**src/rtl/mdu_controller.sv**
```systemverilog
// Iterative multiply/divide unit for the EX stage: shift-add MUL/MULHU and restoring DIVU/REMU.
// Define MDU_CONTROLLER_DIV_EN to build the divider; without it DIVU/REMU are reported illegal.
module mdu_controller (
  input  logic        clk,
  input  logic        rst,
  input  logic        start,
  input  logic [2:0]  funct3,
  input  logic [31:0] src_a,
  input  logic [31:0] src_b,
  input  logic        flush,
  output logic        stall,
  output logic        done,
  output logic [31:0] result,
  output logic        busy,
  output logic        illegal
);

  localparam logic [2:0] F3Mul   = 3'b000;
  localparam logic [2:0] F3Mulhu = 3'b011;
`ifdef MDU_CONTROLLER_DIV_EN
  localparam logic [2:0] F3Divu  = 3'b101;
  localparam logic [2:0] F3Remu  = 3'b111;

  typedef enum logic [1:0] {StIdle, StMul, StDiv, StDone} state_e;
`else
  typedef enum logic [1:0] {StIdle, StMul, StDone} state_e;
`endif

  state_e      state_q, state_d;
  logic [4:0]  cnt_q, cnt_d;
  logic        last_q, last_d;
  logic [2:0]  op_q, op_d;
  logic [31:0] opnd_q, opnd_d;
  logic [63:0] acc_q, acc_d;
  logic [31:0] result_q, result_d;

  logic        is_mul, is_div, in_iter;
  logic [32:0] mul_sum;
  logic [63:0] step_acc;

  assign is_mul = (funct3 == F3Mul) || (funct3 == F3Mulhu);
`ifdef MDU_CONTROLLER_DIV_EN
  assign is_div  = (funct3 == F3Divu) || (funct3 == F3Remu);
  assign in_iter = (state_q == StMul) || (state_q == StDiv);
`else
  assign is_div  = 1'b0;
  assign in_iter = (state_q == StMul);
`endif

  // acc = {partial product high, multiplier}; add on the LSB, then shift right.
  assign mul_sum = {1'b0, acc_q[63:32]} + (acc_q[0] ? {1'b0, opnd_q} : 33'd0);

`ifdef MDU_CONTROLLER_DIV_EN
  // acc = {remainder, dividend/quotient}; shift one dividend bit into the remainder per step.
  logic [32:0] div_shift;
  logic [31:0] div_diff;
  logic        div_ge;

  assign div_shift = {acc_q[63:32], acc_q[31]};
  assign div_diff  = div_shift[31:0] - opnd_q;
  assign div_ge    = div_shift >= {1'b0, opnd_q};

  always_comb begin
    step_acc = {mul_sum, acc_q[31:1]};
    if (state_q == StDiv) begin
      step_acc = div_ge ? {div_diff, acc_q[30:0], 1'b1}
                        : {div_shift[31:0], acc_q[30:0], 1'b0};
    end
  end
`else
  assign step_acc = {mul_sum, acc_q[31:1]};
`endif

  always_comb begin
    state_d  = state_q;
    cnt_d    = cnt_q;
    last_d   = last_q;
    op_d     = op_q;
    opnd_d   = opnd_q;
    acc_d    = acc_q;
    result_d = result_q;
    case (state_q)
      StIdle: begin
        if (start && !flush && is_mul) begin
          state_d = StMul;
          op_d    = funct3;
          opnd_d  = src_a;
          acc_d   = {32'd0, src_b};
          cnt_d   = 5'd0;
          last_d  = 1'b0;
        end else if (start && !flush && is_div) begin
`ifdef MDU_CONTROLLER_DIV_EN
          state_d = StDiv;
`endif
          op_d    = funct3;
          opnd_d  = src_b;
          acc_d   = {32'd0, src_a};
          cnt_d   = 5'd0;
          last_d  = 1'b0;
        end
      end
      StDone: state_d = StIdle;
      default: begin
        if (!in_iter || flush) begin
          state_d = StIdle;
        end else if (last_q) begin
          // Extra cycle after the 32nd step: publish the result and enter DONE.
          state_d  = StDone;
          last_d   = 1'b0;
          result_d = op_q[1] ? acc_q[63:32] : acc_q[31:0];
        end else begin
          acc_d = step_acc;
          cnt_d = cnt_q + 5'd1;
          if (cnt_q == 5'd31) begin
            last_d = 1'b1;
          end
        end
      end
    endcase
  end

  always_ff @(posedge clk) begin
    if (rst) begin
      state_q  <= StIdle;
      cnt_q    <= 5'd0;
      last_q   <= 1'b0;
      op_q     <= 3'd0;
      opnd_q   <= 32'd0;
      acc_q    <= 64'd0;
      result_q <= 32'd0;
    end else begin
      state_q  <= state_d;
      cnt_q    <= cnt_d;
      last_q   <= last_d;
      op_q     <= op_d;
      opnd_q   <= opnd_d;
      acc_q    <= acc_d;
      result_q <= result_d;
    end
  end

  assign busy    = in_iter;
  assign done    = (state_q == StDone);
  assign result  = result_q;
  assign stall   = ((state_q == StIdle) && start && (is_mul || is_div) && !flush) || in_iter;
  assign illegal = (state_q == StIdle) && start && !flush && !(is_mul || is_div);

endmodule

```
**config.mk**
```make
export PLATFORM = sky130hd
export DESIGN_NAME = mdu_controller
export DESIGN_NICKNAME = d
export VERILOG_FILES = /design/src/rtl/mdu_controller.sv
export SDC_FILE = /design/constraint.sdc
export NUM_CORES = 1
export LEC_CHECK = 0
export BUFFER_PORTS_ARGS = -buffer_cell sky130_fd_sc_hd__buf_2
export CAP_MARGIN = 30
export CORE_ASPECT_RATIO = 0.7
export CORE_UTILIZATION = 50
export DETAILED_ROUTE_END_ITERATION = 16
export PLACE_DENSITY_LB_ADDON = 0.08
export SYNTH_ARGS = -nofsm -noshare
export SYNTH_HDL_FRONTEND = slang
export SYNTH_SLANG_ARGS = --single-unit
```
**constraint.sdc**
```tcl
create_clock -name clk -period 2.8 [get_ports clk]
set_input_delay 0.28 -clock clk [delete_from_list [all_inputs] [get_ports clk]]
set_output_delay 0.28 -clock clk [all_outputs]
set_load 0.01 [all_outputs]
```
==> summary by stage, run 1 <==
Global route
The sum of overflow across all layers after global routing is 0. The number of global-route vias before repair came to around 6,000. The initial antenna violation count was 0. Entering global routing, the biggest net connects 62 pins. The first global-routing pass estimated 31.5 mm of wire. Global routing used 27.2% of the available tracks.

Final layout
The number of antenna diodes in the final layout is 0. The share of the core filled with cells is 64.0%. The synthesis-to-finish area growth is 24.6%. The post-layout instance area is 8940 um^2. The final layout net count is 1,141. The share of layout cells above drive strength 1 is 21.9%.

STA
On the final layout, the worst hold slack is between 80 and 90 ps. Setup repair after global routing could not meet its margin everywhere. For the pin with the worst max-slew slack, the measured transition is 612 ps. The number of max-slew violations in the final report was 0. Setup violations remaining at the end of the flow were counted as 1. The relative slew slack is 59.2%. The final critical path takes up 105% of the cycle.

The largest clock skew in the final design is 11.2 ps. The number of failing hold endpoints at the final stage is 0. The final period demand of the worst path is ~2900 ps. The smallest setup slack after layout is -135 ps. Based on the critical path, the design can be clocked at up to 0.341 GHz. Summed over all failing endpoints, the final setup total negative slack is -135 ps.

Clocking
The clock transition at the registers of the reported paths is 60 ps. The hold buffer count at cts is 0. Clock tree synthesis inserted a total of 17 buffers. CTS built an H-tree with a depth of 4.

The tree is rooted in a clkbuf_16. TritonCTS built the clock tree. The clock latency at the later pin of the worst-skew pair is approximately 420 ps. CTS saw 137 sinks. The number of buffers on the longest clock path is 2.

Drt
The highest layer used for signal routing is met4. The first TritonRoute pass finished after 5 iterations. Detailed routing placed a total of approximately 7.5 mm of wire on met2. The overall routed net length is approximately 20 mm. The vias per cell is around 5.5. The count of nets left with antenna violations once routing finished came out at 0. In the routed design, unresolved DRC markers number 0. Wire segments on met3 add up to 1.48 mm in the final route.

The wire length the detailed router placed on met1 is 11.0 mm. For this block, the via count after detailed routing is 6,800. In the final routed layout, each cell accounts on average for ~16 um. For this block, the initial DRC count from the detailed router was 431.

Synthesis
In this run, synthesis produced a sequential element count of 137. The biggest area contributor in the post-synthesis netlist is dfxtp_1. During synthesis, Yosys emitted a total of 0 warnings. After synthesis the cells add up to 7170 um^2. The number of enable flip-flop cells after synthesis is 0. A synthesized cell averages 7.98 um^2. The synthesized instance count is 899. Yosys attributes the largest share of cell area to dfxtp_1 38%, nand2_1 8.1%, a21oi_1 7.7%.

Counting every net in the synthesized netlist gives 1,005. The fraction of synthesis flops using an asynchronous set or reset pin is 0%. In the synthesized netlist the dominant register cell turns out to be dfxtp_1. In this run, distinct cell masters in the synthesized netlist total 48.

The top cell type by area accounts for 38.2% of the synthesized area. The fraction of the yosys area taken by sequential cells is 38.2%. The commonest cells after synthesis are 154 x nand2_1, 137 x dfxtp_1, 111 x a21oi_1, 75 x nor2_1, 54 x clkbuf_1.

The most common cell in the synthesized netlist is nand2_1.

Worst setup path
Data arrives at the worst endpoint at ~3300 ps. The worst endpoint required time is between 3000 and 4000 ps. The critical path class is register to register.

The kind of launch point of the worst setup path is a register. STA classifies the critical path endpoint as a register. The largest fanout on the critical path is 3.

Outcome
The final reports fail on negative setup slack. The flow ran to the end, but the final reports show violations.

Min path
The path class of the lowest-slack min-delay path is input port to register.

Die
Measured along the x axis, the die boundary spans about 150 um. Row generation in the floorplan step produced 36 rows. The die footprint is 14,800 um^2. The die boundary height is 102 um. The initial cell density of the core is 51.4%. The boundary pin count is roughly 110.

The floorplan core area is around 14,000 um^2.

Place
The HPWL reported at the end of detailed placement is ~14 mm. The last weighted congestion value of the routability-driven placer is 0.919. The placed instances occupy a cell area of 8260 um^2. Port buffering added 106 buffers.

Power
The worst ir drop on vdd is around 420 uV. The static leakage is 3.53 nW. The power per standard cell area is 485 nW/um^2.

Flow run
The number of max-cap violations is 0.
final cells by class:
| cell class | instances | area, um^2 |
|---|---|---|
| inverters | 9 | 33.8 |
| repair buffers | 179 | 1130 |
| fillers | 1258 | 5030 |
| multi-input cells | 691 | 4230 |
| clock buffers | 18 | 429 |
| clock inverters | 14 | 130 |
| flip-flops and latches | 137 | 2750 |
| well taps | 190 | 238 |
per-layer routing:
layer | global-route usage [%] | vias up
li1 | - | 3475
met1 | 42.5 | 3066
met2 | 36.1 | 242
met3 | 7.05 | 17
met4 | 6.48 | 0
met5 | 0 | -
registers in the layout (all words and copies together) (netlist names):
name,count
result,32
acc_q,64
cnt_q,5
last_q,1
state_q,2
op_q,1
opnd_q,32
cell families after synthesis:
logic type	Yosys count	share of synthesized area (%)
flops	137	38.2
fa+ha+maj	35	6.21
compound gates	274	23.6
mux	36	5.03
buf+inv	71	3.82
xor+xnor	26	3.18
simple gates	320	19.9
per-stage QoR:
step	std cells	worst slack [ps]	power [mW]
2_1_floorplan	899	4.41	2.13
3_3_place_gp	1199	-18.2	2.22
4_1_cts	1232	-57.1	4.34
5_1_grt	1238	-226	4.47
3_5_place_dp	1200	-114	2.23
6_report	1238	-135	4.33
power breakdown:
| part | internal (mW) | switching, mW |
|---|---|---|
| logic | 0.0820 | 0.120 |
| registers | 1.97 | 0.0162 |
| clock network | 1.17 | 0.975 |
layout by cell type, fill, tap and decap left out, types with 3 or more instances in the layout:
master / count
nand2_1: 154
dfxtp_1: 135
a21oi_1: 109
buf_2: 105
nor2_1: 74
buf_4: 71
a22oi_1: 41
o21ai_0: 40
a211oi_1: 38
mux2i_1: 36
ha_1: 33
and2_1: 31
clkbuf_16: 18
xor2_1: 13
xnor2_1: 13
nand4_1: 10
a21o_1: 10
nor3_1: 9
nand3_1: 9
inv_1: 8
and3_1: 6
o211ai_1: 6
nand2b_1: 5
inv_6: 5
o21a_1: 4
o21bai_1: 4
clkinvlp_4: 4
nand3b_1: 3
or3_1: 3
worst paths after layout:
kind,from,end,slack [ps],depth (start not counted)
hold / removal,src_a[4],opnd_q[4]$_SDFFE_PP0P_,90,3
setup / recovery,acc_q[0]$_SDFFE_PP0P_,acc_q[63]$_SDFFE_PP0P_,-140,11
hold reg to reg,opnd_q[21]$_SDFFE_PP0P_,opnd_q[21]$_SDFFE_PP0P_,450,2
setup reg to reg,acc_q[0]$_SDFFE_PP0P_,acc_q[63]$_SDFFE_PP0P_,-140,11
worst max-delay path, cell delays in order, from the launching register on:
cell      delay, ps
dfxtp_4         370
and2_4          150
ha_4            140
inv_2            40
fa_2            340
and2b_1         230
o211ai_1        150
a211o_1         320
and3_4          170
o21ba_4         220
or4b_1          460
a311oi_1        270
repair_timing:
item | in CTS | in global routing
endpoints found under the setup margin | 3 | 11
pin swaps | 0 | 3
hold endpoints to repair | 0 | 0
resized for setup | 2 | 14
buffers inserted | 0 | 5
gates cloned | 0 | 1
Power figures use the tool's default switching activity.
==> run 2: changes to the inputs <==
==> constraint.sdc (replaced) <==
create_clock -name clk -period 2.9 [get_ports clk]
set_input_delay 0.145 -clock clk [delete_from_list [all_inputs] [get_ports clk]]
set_output_delay 0.145 -clock clk [all_outputs]
set_load 0.01 [all_outputs]
==> run 2 against run 1 <==
Against the previous run:
- fmax grew 5.3%
- critical path type unchanged
- combinational power grew 10%
- sequential power shrank 4%
- clock-buffer cell count is the same
- the run now ends clean
- critical path depth is the same
- largest cell class unchanged
- non-clock buffer count grew 14
- sequential share of layout area shrank 0.69 points
- sequential cell count is the same
- largest power group unchanged
- power grew 1.9%
==> summary by stage, run 2 (synthesized netlist as in run 1, its figures left out) <==
STA
The number of failing hold endpoints at the final stage is 0. The worst-case hold slack is between 15 and 20 ps. The count of endpoints failing setup in the final report is 0. For the pin with the worst max-slew slack, the measured transition is between 800 and 900 ps. Setup total negative slack on the finished layout was measured at 0 ps. Of the available clock period, the critical path in the final layout requires 96.1%. Measured against its own limit, the worst slew margin works out to 44.6%. The final period demand of the worst path is 2790 ps.

The number of max-slew violations in the final report is 0. On the final layout, the worst clock skew is approximately 11 ps. The achievable clock frequency is 0.359 GHz.

Min path
The tightest min-delay check is of the input port to register type. The worst hold path terminates at acc_q[22]$_SDFFE_PP0P_. The critical hold path startpoint is src_b[22]. The worst hold path passes through 3 cells.

Die
The boundary pin count is 107. Once the floorplan was initialized, standard cells occupied about half of the core. The die boundary height is 102 um. The count of standard-cell rows is 36.

The horizontal die dimension is 145 um. The die covers 14,800 um^2. The core region is 14,000 um^2.

Clocking
TritonCTS built the clock tree. The number of H-tree levels is 4. The longest clock path from root to sink contains 2 buffers. After clock tree synthesis, the setup repair step added 0 buffers. The clock latency at the later pin of the worst-skew pair is between 400 and 500 ps. Buffers inserted during clock tree synthesis total 17. The root buffer cell chosen for the clock tree is clkbuf_16. Clock-pin slew was measured on the worst setup and hold paths at 60 ps. The number of sinks driven by the clock tree is 137.

Final layout
The synthesis-to-finish area growth is 27.4%. The antenna cell count is 0. The post-route non-filler standard cell count is 1,252. The most common cell after layout, fill and taps aside is nand2_1. The post-layout instance area is 9130 um^2. The share of layout cells above drive strength 1 is 19.8%. The flip-flop count of the largest register after layout is 64. The final layout net count is 1,155. The register with the highest flop count is acc_q. The library cells used most frequently in the layout, excluding fill and tap cells, are 154 x nand2_1, 135 x dfxtp_1, 107 x a21oi_1, 105 x buf_2, 74 x nor2_1.

Worst setup path
The launching point of the worst reg2reg path is acc_q[0]$_SDFFE_PP0P_. The delay contributed by the slowest stage of the critical path is between 400 and 500 ps. STA puts the critical path data arrival time at 3110 ps. STA puts the critical path data required time at 3230 ps. The worst setup path is captured at a register. The worst-case register-to-register setup slack is around 110 ps.

The number of cells on the worst reg-to-reg path is 11. Walking the worst path, the cells encountered are and2_1 > ha_1 > inv_1 > fa_2 > and2b_1 > o211ai_1 > a211o_1 > and3_1 > o21ba_1 > or4b_1 > a311oi_1. The slowest stage of the critical path is the or4b_1 cell. The largest fanout on the critical path is 3. Grouping stages by cell kind, the critical path spends the most delay in simple AND/OR/NAND/NOR gates.

Counting both buffers and inverters, the worst setup path holds a total of 1. STA classifies the critical path startpoint as a register. The worst setup path is of the register to register kind. The endpoint identified for the worst register-to-register timing path is acc_q[63]$_SDFFE_PP0P_.

Drt
The first TritonRoute pass finished after 6 iterations. The final layout contains routed wiring with a total length of 20.3 mm. The first routing iteration left 517 violations.

The detailed-route via count is 6,915. The residual DRC count is 0. The routed length per placed instance is approximately 16 um. After detailed routing, the number of vias per cell comes to about 5.5. The count of nets left with antenna violations after detail routing is 0.

Place
The cell total after placement is approximately 1,200. After legalization and detailed placement, the total HPWL measured 14.6 mm. During placement, the flow inserted port buffers numbering approximately 110. At the end of routability-driven placement, the weighted congestion stood at 0.921. The post-detailed-placement cell area is 8130 um^2.

Global route
Summed over all layers, the global routing overflow is 0. The first global-routing pass estimated 32.2 mm of wire. The initial antenna violation count came to 0.

The pin count of the biggest net entering global routing is 83. The global-route usage over all layers is 28.0%. The number of global-route vias before repair is 6,104.

Power
For this design the ratio of total power to cell area is approximately 480 nW/um^2. Net switching is 23.2% of the power. In this run the power spent charging and discharging nets is 1.03 mW. The worst ir drop on vdd is 408 uV.

The analysis attributes to cell leakage a power of roughly 3.6 nW. Cell internal power was estimated by the tool at 3.39 mW. Of the total power, the clock network draws 51.4%.

The relative contribution of sequential cells to total power is 43.5%. The share of total power dissipated in combinational logic is ~5.0%.

Outcome
The run finished with clean final reports.

Flow run
The tool flagged a number of max-cap violations equal to 0.
[run 2: cell count changes in the layout (fill, tap and decap cells not counted), sizes merged]
cell         before  now
dlygate4sd3       0   33
inv              16   17
clkinvlp          4    1
buf             178  160
clkinv            3    2
bufinv            0    3
clkbuf           19   18
[run 2: stage by stage]
step	util [%]	power, mW	setup slack (ps)
2_1_floorplan	-	2.06	11.0
3_3_place_gp	58.2	2.15	64.5
3_5_place_dp	58.2	2.15	34.7
4_1_cts	65.0	4.44	11.7
5_1_grt	65.4	4.56	-9.19
6_report	65.4	4.41	112
[run 2: layout make-up]
type	count	area, um^2
Clock inverter	14	183
Tap cell	190	238
Timing Repair Buffer	193	1270
Fill cell	1262	4830
Clock buffer	18	429
Multi-Input combinational cell	691	4240
Inverter	9	33.8
Sequential cell	137	2750
[run 2: worst max-delay path by stage]
stage / startpoint / slack (ps) / depth (start not counted) / to
floorplan: acc_q[0]$_SDFFE_PP0P_ / 10 / 12 / acc_q[63]$_SDFFE_PP0P_
global placement: acc_q[0]$_SDFFE_PP0P_ / 60 / 10 / acc_q[63]$_SDFFE_PP0P_
detailed placement: acc_q[0]$_SDFFE_PP0P_ / 30 / 10 / acc_q[63]$_SDFFE_PP0P_
CTS: acc_q[0]$_SDFFE_PP0P_ / 10 / 10 / acc_q[63]$_SDFFE_PP0P_
global route: acc_q[0]$_SDFFE_PP0P_ / -9 / 12 / acc_q[62]$_SDFFE_PP0P_
finish: acc_q[0]$_SDFFE_PP0P_ / 110 / 11 / acc_q[63]$_SDFFE_PP0P_
[run 2: repair_timing]
action | 4_1_cts | 5_1_grt
resized for setup | 0 | 12
endpoints found under the hold margin | 33 | 0
hold buffers | 33 | 0
endpoints found under the setup margin | 0 | 5
[run 2: power by group through the flow]
| stage | logic (mW) | clock network [mW] | registers [mW] |
|---|---|---|---|
| CTS | 0.220 | 2.30 | 1.92 |
| global route | 0.244 | 2.40 | 1.92 |
| global placement | 0.184 | 0 | 1.96 |
| detailed placement | 0.186 | 0 | 1.96 |
| floorplan | 0.104 | 0 | 1.96 |
| finish | 0.222 | 2.27 | 1.92 |
[run 2: routing by layer]
layer / vias to the layer above / share of wire [%] / global-route usage [%]
li1: 3500 / - / -
met1: 3149 / 53 / 43.7
met2: 240 / 39 / 38.5
met3: 26 / 6.8 / 5.18
met4: 0 / 0.98 / 7.21
met5: - / 0 / 0
[run 2: worst register-to-register path: cells and delay by family (launching register included)]
kind / cells / cell delay (ps)
AO/OA/AOI/OAI: 4 / 820
adder cells (fa/ha/maj): 2 / 500
buffers and inverters: 1 / 60
flip-flops: 1 / 320
AND/OR/NAND/NOR: 4 / 1010
==> run 3: changes to the inputs <==
CELL_PAD_IN_SITES_DETAIL_PLACEMENT = 0   (was default)
CELL_PAD_IN_SITES_GLOBAL_PLACEMENT = 2   (was default)
CORE_UTILIZATION = 34   (was 50)
PLACE_DENSITY_LB_ADDON = 0.1   (was 0.08)
==> run 3 against run 2 <==
Against the previous run:
- the flow now finishes with violations (negative setup slack)
- sequential share of layout area shrank 0.56 points
- clock skew is essentially flat
- worst setup slack lost 130 ps
- core utilization shrank 20 points
- sequential cell count is the same
- first-iteration DRC count shrank 22%
- sequential power is essentially flat
- critical endpoint unchanged
==> summary by stage, run 3 (synthesized netlist as in run 1, its figures left out) <==
STA
The largest clock skew in the final design is 10.9 ps. Subtracting the final worst setup slack from the clock period gives 2920 ps. The actual slew at the worst max-slew pin is 671 ps. Measured against its own limit, the worst slew margin works out to 55.3%. The achievable clock frequency is 0.343 GHz. The number of max-slew violations in the final report is 0. The number of failing hold endpoints at the final stage came to 0.

The smallest setup slack after layout is -18.9 ps. Setup violations remaining at the end of the flow were counted as 1. The final critical path takes up 101% of the cycle. Setup repair after global routing could not meet its margin everywhere.

Place
In this run the tool buffered the top-level ports with ~110 buffer cells. The congestion estimate from routability-driven global placement came to roughly 0.9. Prior to clock tree synthesis, the placed netlist has a worst setup slack of -39.2 ps.

The wire-length estimate of the detail-placed layout is 17.1 mm. Counting tap cells, the placed design contains a total of roughly 1,300 instances. The post-detailed-placement cell area is 8300 um^2.

Min path
The tightest min-delay check is of the input port to register type. The end point of the worst hold path is acc_q[21]$_SDFFE_PP0P_. The worst hold path was traced through 3 stages. The critical hold path startpoint is src_b[21].

Clocking
The number of sinks driven by the clock tree is 137. CTS placed an instance of clkbuf_16 at the clock tree root. The number of CTS-inserted buffers is 17. Clock-pin slew was measured on the worst setup and hold paths at 70 ps.

The clock latency at the later pin of the worst-skew pair is approximately 420 ps. The TritonCTS clock tree is built. The number of H-tree levels is 4.

The number of buffers on the longest clock path is 2.

Die
Once the floorplan was initialized, standard cells occupied 34.6% of the core. The core region is about 21,000 um^2. The die covers 21,700 um^2.

Measured along the x axis, the die boundary spans around 180 um. The count of standard-cell rows is 44. The floorplan step set the die height to 124 um. ~110 I/O pins were placed.

Worst setup path
The length in cells of the worst reg-to-reg path is 11. Along the worst path, the maximum fanout reaches 3. In this design, the stage delay of the slowest critical-path cell is 470 ps.

Counting both buffers and inverters, the worst setup path holds a total of 1. For the worst setup path, the data arrival time is 3250 ps. For the worst setup path, the data required time is 3230 ps. The critical path goes through and2_4 > ha_4 > inv_2 > fa_2 > and2b_1 > o211ai_1 > a211o_1 > and3_4 > o21ba_4 > or4b_1 > a311oi_1. The kind of launch point of the worst setup path is a register. STA classifies the critical path endpoint as a register. The launching point of the worst reg2reg path is acc_q[0]$_SDFFE_PP0P_.

In this run the critical register-to-register path is captured at acc_q[63]$_SDFFE_PP0P_. The cell with the largest stage delay on the worst path is or4b_1. The worst setup path is of the register to register kind. Setup slack on the worst reg-to-reg path comes out at -20 ps. Among cell families on the critical path, the largest total delay comes from simple AND/OR/NAND/NOR gates.

Drt
The detailed router placed roughly 7,000 vias in this run. The detail route stage leaves a number of antenna-violating nets equal to 0. The vias per cell is 5.14. The residual DRC count is 0. In the final routed layout, each cell accounts on average for 16.7 um. The initial DRC count is 404. The first detailed-routing pass took 5 iterations. The overall routed net length is 22.5 mm.

Final layout
The filler cells instantiated in the layout total 2,199. Summing all non-filler instances in the final layout gives an area of 9310 um^2. The antenna cell count is 0. The most common cell after layout, fill and taps aside is nand2_1. The area growth from synthesis to layout is 29.8%. More flip-flops sit in one register than any other, and that register is acc_q. The post-route non-filler standard cell count is 1,347.

In the final design database the tool counted 1,164 nets. In the layout the commonest cells are 154 x nand2_1, 135 x dfxtp_1, 110 x a21oi_1, 105 x buf_2, 74 x nor2_1. The flip-flop count of the largest register after layout is 64.

Of the cells placed in the final design, the portion with a size suffix greater than 1 is 20.2%.

Global route
The global-route wire length before repair is roughly 35 mm. The sum of overflow across all layers after global routing is 0. The pin count of the biggest net entering global routing is 64.

The initial antenna violation count was 0. The number of global-route vias before repair is 6,302. Across every metal layer, demand over resource in global routing totals 21.3%.

Outcome
The run finished, with violations left. The checks that failed: negative setup slack.

Power
The static leakage is 3.62 nW. The worst ir drop on vdd is 401 uV. For this design the ratio of total power to cell area is 465 nW/um^2.

Flow run
The number of max-cap violations is 0.
run 3: final cells by class:
| cell class | count | area [um^2] | share of cell area (%) |
|---|---|---|---|
| multi-input cells | 691 | 4210 | 45.2 |
| flip-flops and latches | 137 | 2750 | 29.5 |
| repair buffers | 202 | 1380 | 14.8 |
| clock buffers | 18 | 439 | 4.72 |
| well taps | 276 | 345 | 3.71 |
| clock inverters | 14 | 155 | 1.67 |
| inverters | 9 | 33.8 | 0.363 |
run 3: power breakdown:
group	leakage, nW	switching [mW]	internal [mW]
Sequential	1.11	0.0145	1.90
Combinational	2.24	0.125	0.108
Clock	0.283	0.936	1.24
Total	3.62	1.08	3.25
run 3: stage by stage:
step	power (mW)	setup TNS, ps	util, %	hold slack [ps]
floorplan	2.06	0	-	281
global placement	2.16	-35.5	40.1	354
detailed placement	2.16	-39.2	40.1	361
CTS	4.38	0	44.7	2.83
global route	4.49	-136	45.0	13.2
finish	4.33	-18.9	45.0	20.1
run 3: routing by layer:
layer / GRT usage [%] / wire (um)
met2: 28.7 / 8390
met1: 33.8 / 12800
met4: 4.13 / 161
met5: 0 / 0
met3: 4.52 / 1170
run 3: repair_timing:
| item | in CTS | in global routing |
|---|---|---|
| pin swaps | 2 | 6 |
| setup endpoints to repair | 1 | 7 |
| buffers inserted | 0 | 3 |
| hold buffers | 35 | 0 |
| hold endpoints to repair | 35 | 0 |
| resized for setup | 2 | 11 |
run 3: worst min-delay path, cell delays in order:
cell and delay [ps]:
buf_2 80, a22oi_1 70, a21oi_1 110
run 3: how the worst max path moves through the flow:
stage | from | to | slack (ps) | cells past startpoint
2_1_floorplan | acc_q[0]$_SDFFE_PP0P_ | acc_q[63]$_SDFFE_PP0P_ | 10 | 12
3_3_place_gp | acc_q[0]$_SDFFE_PP0P_ | acc_q[63]$_SDFFE_PP0P_ | -40 | 11
3_5_place_dp | acc_q[0]$_SDFFE_PP0P_ | acc_q[63]$_SDFFE_PP0P_ | -40 | 11
4_1_cts | acc_q[0]$_SDFFE_PP0P_ | acc_q[63]$_SDFFE_PP0P_ | 10 | 11
5_1_grt | acc_q[0]$_SDFFE_PP0P_ | acc_q[63]$_SDFFE_PP0P_ | -130 | 11
6_report | acc_q[0]$_SDFFE_PP0P_ | acc_q[63]$_SDFFE_PP0P_ | -20 | 11
